### src/rtl/read_capture.sv
// rtl/read_capture.sv - DFI read-data capture and host/periodic steering (optional stats: RD_CAPTURE_STATS_EN)
module read_capture #(
   parameter int DQ_WIDTH   = 64,
   parameter int TAG_DEPTH  = 16,
   parameter int DATA_DEPTH = 8
) (
   input  logic                        clk,
   input  logic                        rst_n,
   input  logic                        dfi_rddata_en,
   input  logic                        dfi_rddata_en_odd,
   input  logic                        dfi_rddata_valid,
   input  logic [4*DQ_WIDTH-1:0]       dfi_rddata,
   output logic                        rd_valid,
   input  logic                        rd_ready,
   output logic [4*DQ_WIDTH-1:0]       rd_data,
   output logic                        rd_last,
   output logic                        pr_rddata_valid,
   output logic [4*DQ_WIDTH-1:0]       pr_rddata,
   output logic                        pr_rddata_last,
   output logic [$clog2(TAG_DEPTH):0]  outstanding,
   output logic                        err_orphan,
   output logic                        err_overflow,
   input  logic                        err_clr,
   output logic [15:0]                 stat_host_rd,
   output logic [15:0]                 stat_pr_rd
);

   localparam int BW  = 4*DQ_WIDTH;
   localparam int TAW = $clog2(TAG_DEPTH);
   localparam int DAW = $clog2(DATA_DEPTH);

   localparam logic [0:0] BEAT0 = 1'b0;
   localparam logic [0:0] BEAT1 = 1'b1;

   logic [0:0]           beat_q, beat_d;
   logic [TAW:0]         tag_wptr_q, tag_wptr_d, tag_rptr_q, tag_rptr_d;
   logic [TAG_DEPTH-1:0] tag_mem_q, tag_mem_d;
   logic [DAW:0]         dat_wptr_q, dat_wptr_d, dat_rptr_q, dat_rptr_d;
   logic [BW:0]          dat_mem_q [DATA_DEPTH];
   logic                 pr_valid_q, pr_valid_d, pr_last_q, pr_last_d;
   logic [BW-1:0]        pr_data_q, pr_data_d;
   logic                 err_orphan_q, err_orphan_d, err_overflow_q, err_overflow_d;

   logic tag_empty, tag_full, head_tag, beat_ok, orphan;
   logic host_beat, pr_beat, tag_pop, tag_push, tag_ovf;
   logic dat_empty, dat_full, dat_wr, dat_rd, dat_ovf, is_last;

   // FIFO status, routing decisions and next-state for pointers, FSM and pr port
   always_comb begin
      tag_empty = (tag_wptr_q == tag_rptr_q);
      tag_full  = (tag_wptr_q[TAW] != tag_rptr_q[TAW]) &&
                  (tag_wptr_q[TAW-1:0] == tag_rptr_q[TAW-1:0]);
      dat_empty = (dat_wptr_q == dat_rptr_q);
      dat_full  = (dat_wptr_q[DAW] != dat_rptr_q[DAW]) &&
                  (dat_wptr_q[DAW-1:0] == dat_rptr_q[DAW-1:0]);

      // head tag comes from registered state only, so a same-cycle push is never seen
      head_tag  = tag_mem_q[tag_rptr_q[TAW-1:0]];
      is_last   = (beat_q == BEAT1);
      orphan    = dfi_rddata_valid & tag_empty;
      beat_ok   = dfi_rddata_valid & ~tag_empty;
      host_beat = beat_ok & ~head_tag;
      pr_beat   = beat_ok & head_tag;

      tag_pop   = beat_ok & is_last;
      // a full FIFO still accepts a push when a pop frees a slot in the same cycle
      tag_push  = dfi_rddata_en & (~tag_full | tag_pop);
      tag_ovf   = dfi_rddata_en & tag_full & ~tag_pop;

      dat_wr    = host_beat & ~dat_full;
      dat_ovf   = host_beat & dat_full;
      dat_rd    = ~dat_empty & rd_ready;

      tag_mem_d = tag_mem_q;
      if (tag_push)
         tag_mem_d[tag_wptr_q[TAW-1:0]] = dfi_rddata_en_odd;
      tag_wptr_d = tag_wptr_q + (tag_push ? 1'b1 : 1'b0);
      tag_rptr_d = tag_rptr_q + (tag_pop  ? 1'b1 : 1'b0);
      dat_wptr_d = dat_wptr_q + (dat_wr   ? 1'b1 : 1'b0);
      dat_rptr_d = dat_rptr_q + (dat_rd   ? 1'b1 : 1'b0);

      // orphan beats still advance the FSM so burst alignment is kept
      beat_d = beat_q;
      if (dfi_rddata_valid)
         beat_d = (beat_q == BEAT0) ? BEAT1 : BEAT0;

      pr_valid_d = pr_beat;
      pr_last_d  = pr_beat & is_last;
      pr_data_d  = pr_beat ? dfi_rddata : '0;

      // clear wins over a same-cycle set; that new error is lost
      if (err_clr) begin
         err_orphan_d   = 1'b0;
         err_overflow_d = 1'b0;
      end else begin
         err_orphan_d   = err_orphan_q | orphan;
         err_overflow_d = err_overflow_q | tag_ovf | dat_ovf;
      end
   end

   // control state registers
   always_ff @(posedge clk or negedge rst_n) begin
      if (!rst_n) begin
         beat_q         <= BEAT0;
         tag_wptr_q     <= '0;
         tag_rptr_q     <= '0;
         tag_mem_q      <= '0;
         dat_wptr_q     <= '0;
         dat_rptr_q     <= '0;
         pr_valid_q     <= 1'b0;
         pr_last_q      <= 1'b0;
         pr_data_q      <= '0;
         err_orphan_q   <= 1'b0;
         err_overflow_q <= 1'b0;
      end else begin
         beat_q         <= beat_d;
         tag_wptr_q     <= tag_wptr_d;
         tag_rptr_q     <= tag_rptr_d;
         tag_mem_q      <= tag_mem_d;
         dat_wptr_q     <= dat_wptr_d;
         dat_rptr_q     <= dat_rptr_d;
         pr_valid_q     <= pr_valid_d;
         pr_last_q      <= pr_last_d;
         pr_data_q      <= pr_data_d;
         err_orphan_q   <= err_orphan_d;
         err_overflow_q <= err_overflow_d;
      end
   end

   // host beat storage; contents need no reset since reads are gated by the pointers
   always_ff @(posedge clk) begin
      if (dat_wr)
         dat_mem_q[dat_wptr_q[DAW-1:0]] <= {is_last, dfi_rddata};
   end

   // host port shows the FIFO head, forced to zero while empty
   always_comb begin
      rd_valid = ~dat_empty;
      if (dat_empty)
         {rd_last, rd_data} = '0;
      else
         {rd_last, rd_data} = dat_mem_q[dat_rptr_q[DAW-1:0]];
   end

   assign pr_rddata_valid = pr_valid_q;
   assign pr_rddata       = pr_data_q;
   assign pr_rddata_last  = pr_last_q;
   assign outstanding     = tag_wptr_q - tag_rptr_q;
   assign err_orphan      = err_orphan_q;
   assign err_overflow    = err_overflow_q;

`ifdef RD_CAPTURE_STATS_EN
   logic [15:0] stat_host_q, stat_host_d, stat_pr_q, stat_pr_d;

   // saturating burst counters, bumped on each completing tag pop
   always_comb begin
      stat_host_d = stat_host_q;
      stat_pr_d   = stat_pr_q;
      if (err_clr) begin
         stat_host_d = '0;
         stat_pr_d   = '0;
      end else if (tag_pop) begin
         if (!head_tag && stat_host_q != 16'hFFFF)
            stat_host_d = stat_host_q + 16'd1;
         if (head_tag && stat_pr_q != 16'hFFFF)
            stat_pr_d = stat_pr_q + 16'd1;
      end
   end

   // counter registers
   always_ff @(posedge clk or negedge rst_n) begin
      if (!rst_n) begin
         stat_host_q <= '0;
         stat_pr_q   <= '0;
      end else begin
         stat_host_q <= stat_host_d;
         stat_pr_q   <= stat_pr_d;
      end
   end

   assign stat_host_rd = stat_host_q;
   assign stat_pr_rd   = stat_pr_q;
`else
   assign stat_host_rd = '0;
   assign stat_pr_rd   = '0;
`endif

endmodule
### config.mk
export PLATFORM = sky130hd
export DESIGN_NAME = read_capture
export DESIGN_NICKNAME = d
export VERILOG_FILES = /design/src/rtl/read_capture.sv
export SDC_FILE = /design/constraint.sdc
export NUM_CORES = 2
export LEC_CHECK = 0
export ABC_AREA = 1
export CAP_MARGIN = 0
export CORE_ASPECT_RATIO = 1.75
export CORE_MARGIN = 10
export CORE_UTILIZATION = 55
export CTS_BUF_LIST = sky130_fd_sc_hd__clkbuf_4 sky130_fd_sc_hd__clkbuf_8
export CTS_CLUSTER_SIZE = 25
export DETAILED_ROUTE_END_ITERATION = 12
export PLACE_DENSITY = 0.75
export SLEW_MARGIN = 0
export SYNTH_ARGS = -nofsm -noshare
export SYNTH_HDL_FRONTEND = slang
export SYNTH_SLANG_ARGS = --single-unit
### constraint.sdc
create_clock -name clk -period 15.45 [get_ports clk]
set_clock_uncertainty 0.05 [all_clocks]
set_input_delay 2.3175 -clock clk [delete_from_list [all_inputs] [get_ports clk]]
set_output_delay 2.3175 -clock clk [all_outputs]
set_load 0.02 [all_outputs]
==> metrics.txt <==
number of global-route vias before repair 59700; part of the Yosys area used for sequential elements 0.764; Area contributors post-synth edfxtp_1 68%, nor2_1 9.7%, dfrtp_1 8.2%; Sw Ratio 0.398; Critical path origin dat_rptr_q[0]; status finished, final reports clean; Worst Path Required 13.08 ns; largest net degree at the start of global routing 241; clock slew seen by the registers of the worst setup and hold paths 0.06 ns; Avg Inst Size Synth 13.1 sq um; PostCTS Resize Cnt 0; hold slack 0.438 ns; Yosys top cell by area edfxtp_1; Netlist cell types 29; Final WS setup 6.93 ns; Global Route Usage Sum 0.247; NetSw 9.23 mW; nets 7905; Area Growth Syn to Fin 17.4%; Starting Density 0.554; Cells after Synth 6896; Core ar. 163000 sq um; CTS H-tree depth 5; Slew headroom 0.0848; Sequential Power Share 0.361; crit start category flip-flop; total congestion overflow 0; clock root cell clkbuf_8; worst skew pair latency 0.91 ns; initial drt markers 6455; cell-internal power 14.0 mW; initial antenna violation count 14; # IOs 818; FF+latch count, synth 2351; WS Path Type reg2out; worst-path fanout max 147; PD cells 218 nW/um^2; Fin. Hold Viols 0; die area 182000 sq um; DRC viols 0; RSZ-0062 raised after global routing no; crit-path max cell delay 0.85 ns; DR vias 59000; Worst EP arrival 6.15 ns; worst reg2reg startpoint dat_rptr_q[0]; Pleak 37.5 nW; Gate power share 0.432; final WL 233000 microns; CTS tree done; Post-Syn Area 90500 sq um; Max Freq 0.117 GHz; Via density 5.85; Setup crit end kind primary output; gpl congestion 0.782; hold path cells 2; post-route design area 106000 sq um; # rows 196; setup bufs post-CTS 0; Routed Antenna Nets 0; Final setup viols 0; Synth top area share 0.682; hpwl dp 130000 microns; cells along the critical path inv_8, buf_4, buf_4, nor2_1, o32ai_1, o21ai_1, nor2_1, clkdlybuf4s50_1; clk sink count 2351; CP max-delay cell buf_4; # port buffers 785; DR WL/cell 23.1 microns; Post-DP Area 99700 sq um; Worst Hold Class reg2reg; max cap viols 0; worst vdd ir 0.284 mV; Syn. warnings 0; Reg2Reg Depth 8; Clock Power Share 0.207; first-pass GRT wire length 351000 microns; layout cell share with drive strength beyond 1 0.0817; Slew @ Worst Pin 1.37 ns; Setup Total Neg Slack 0 ns; fin crit share 0.552; hold path startpoint tag_mem_q[13]; width of the die 327 microns; Total Power 23.2 mW; clock tree buffer depth 4; Die Y 557 microns; total CTS buffers 327; Fill cells 11500; Final Slew Violations 0; DR pass1 iterations 6; min Tclk post-route 8.52 ns; pre-CTS setup slack 7.95 ns; Post-CTS Hold Buffers 0
registers in the layout, summed over array words and instances, names as in the netlist:
name / count
tag_rptr_q: 5
tag_mem_q: 16
beat_q: 1
err_overflow: 1
dat_rptr_q: 4
pr_rddata: 256
dat_mem_q: 2056
dat_wptr_q: 4
pr_rddata_valid: 1
err_orphan: 1
tag_wptr_q: 5
pr_rddata_last: 1
final timing paths:
path | end | slack, ns
max | rd_data[12] | 6.93
max in group asynchronous | pr_rddata[195] | 11.50
min | tag_mem_q[13] | 0.44
max reg2reg | dat_mem_q[0][182] | 9.81
min in group asynchronous | pr_rddata[61] | 1.31
min reg2reg | tag_mem_q[13] | 0.44
layout by cell type, fill, tap and decap left out, drive strengths merged, types with 6 or more instances in the layout:
cell and n:
diode 7, o32ai 514, nand3 22, clkinv 93, dfrtp 295, xor2 12
nor3 6, edfxtp 2056, buf 80, nor2 2330, clkinvlp 8, clkdlybuf4s50 784
conb 32, o21ai 789, ha 12, clkbuf 471, inv 298, nand2 71
xnor2 7
routing by layer:
metal,track usage,vias up,wire length [microns],share of wire
met5,0,-,54,0.00023
met4,0.0764,10,5350,0.023
met3,0.0650,406,23400,0.10
met2,0.421,2825,116000,0.50
met1,0.308,29600,87800,0.38
li1,-,26100,-,-
worst max-delay path, delay by kind of cell (launching register included):
kind | cells | cell delay, ns
AOI/OAI and AO/OA | 2 | 0.35
DFF | 1 | 0.79
buffers and inverters | 4 | 3.22
and+or+nand+nor | 2 | 0.54
per-stage QoR:
stage                     instances  utilization
after floorplan                6927            -
after global placement         9478        0.610
after detailed placement       9478        0.610
after CTS                     10100        0.651
after global routing          10100        0.651
final                         10100        0.651
kinds of logic after synthesis:
logic type	after synthesis	synth area share
simple gates	2431	0.101
xor+xnor	19	0.00192
flops	2351	0.764
buf+inv	773	0.0373
other cells	1	0.0000414
fa+ha+maj	13	0.00188
compound gates	1308	0.0937
cells in the mapped netlist:
cell and instances:
xor2_2 1, xnor2_1 7, ha_1 12, clkbuf_1 241, nand3_2 1, buf_4 40
nor3_2 1, nand2_1 71, buf_1 13, buf_6 13, dfrtp_1 295, fa_1 1
nand3b_1 1, inv_1 279, xor2_1 11, nor2_2 1, o21ai_1 148, a41oi_1 1
a21oi_1 4, conb_1 1, buf_2 184, nor3_1 5, o21ai_0 641, edfxtp_1 2056
nor2_1 2329, inv_2 3, o32ai_1 514, nand3_1 21, and2_1 1
power groups by stage:
stage	combinational, mW	clock, mW	sequential, mW
finish	10.0	4.79	8.37
global route	10.7	5.13	8.45
detailed placement	9.98	0	8.50
floorplan	5.37	0	9.01
global placement	9.79	0	8.45
CTS	10.0	4.86	8.37
cell type report:
type / count / area [sq um] / share of cell area
Antenna cell: 7 / 17.5 / 0.000165
Clock buffer: 471 / 5800 / 0.0546
Clock inverter: 121 / 773 / 0.00728
Inverter: 282 / 1070 / 0.0101
Multi-Input combinational cell: 3803 / 18200 / 0.171
Sequential cell: 2351 / 69100 / 0.650
Tap cell: 2178 / 2730 / 0.0256
Timing Repair Buffer: 864 / 8560 / 0.0805
(Power assumes the default switching activity.)
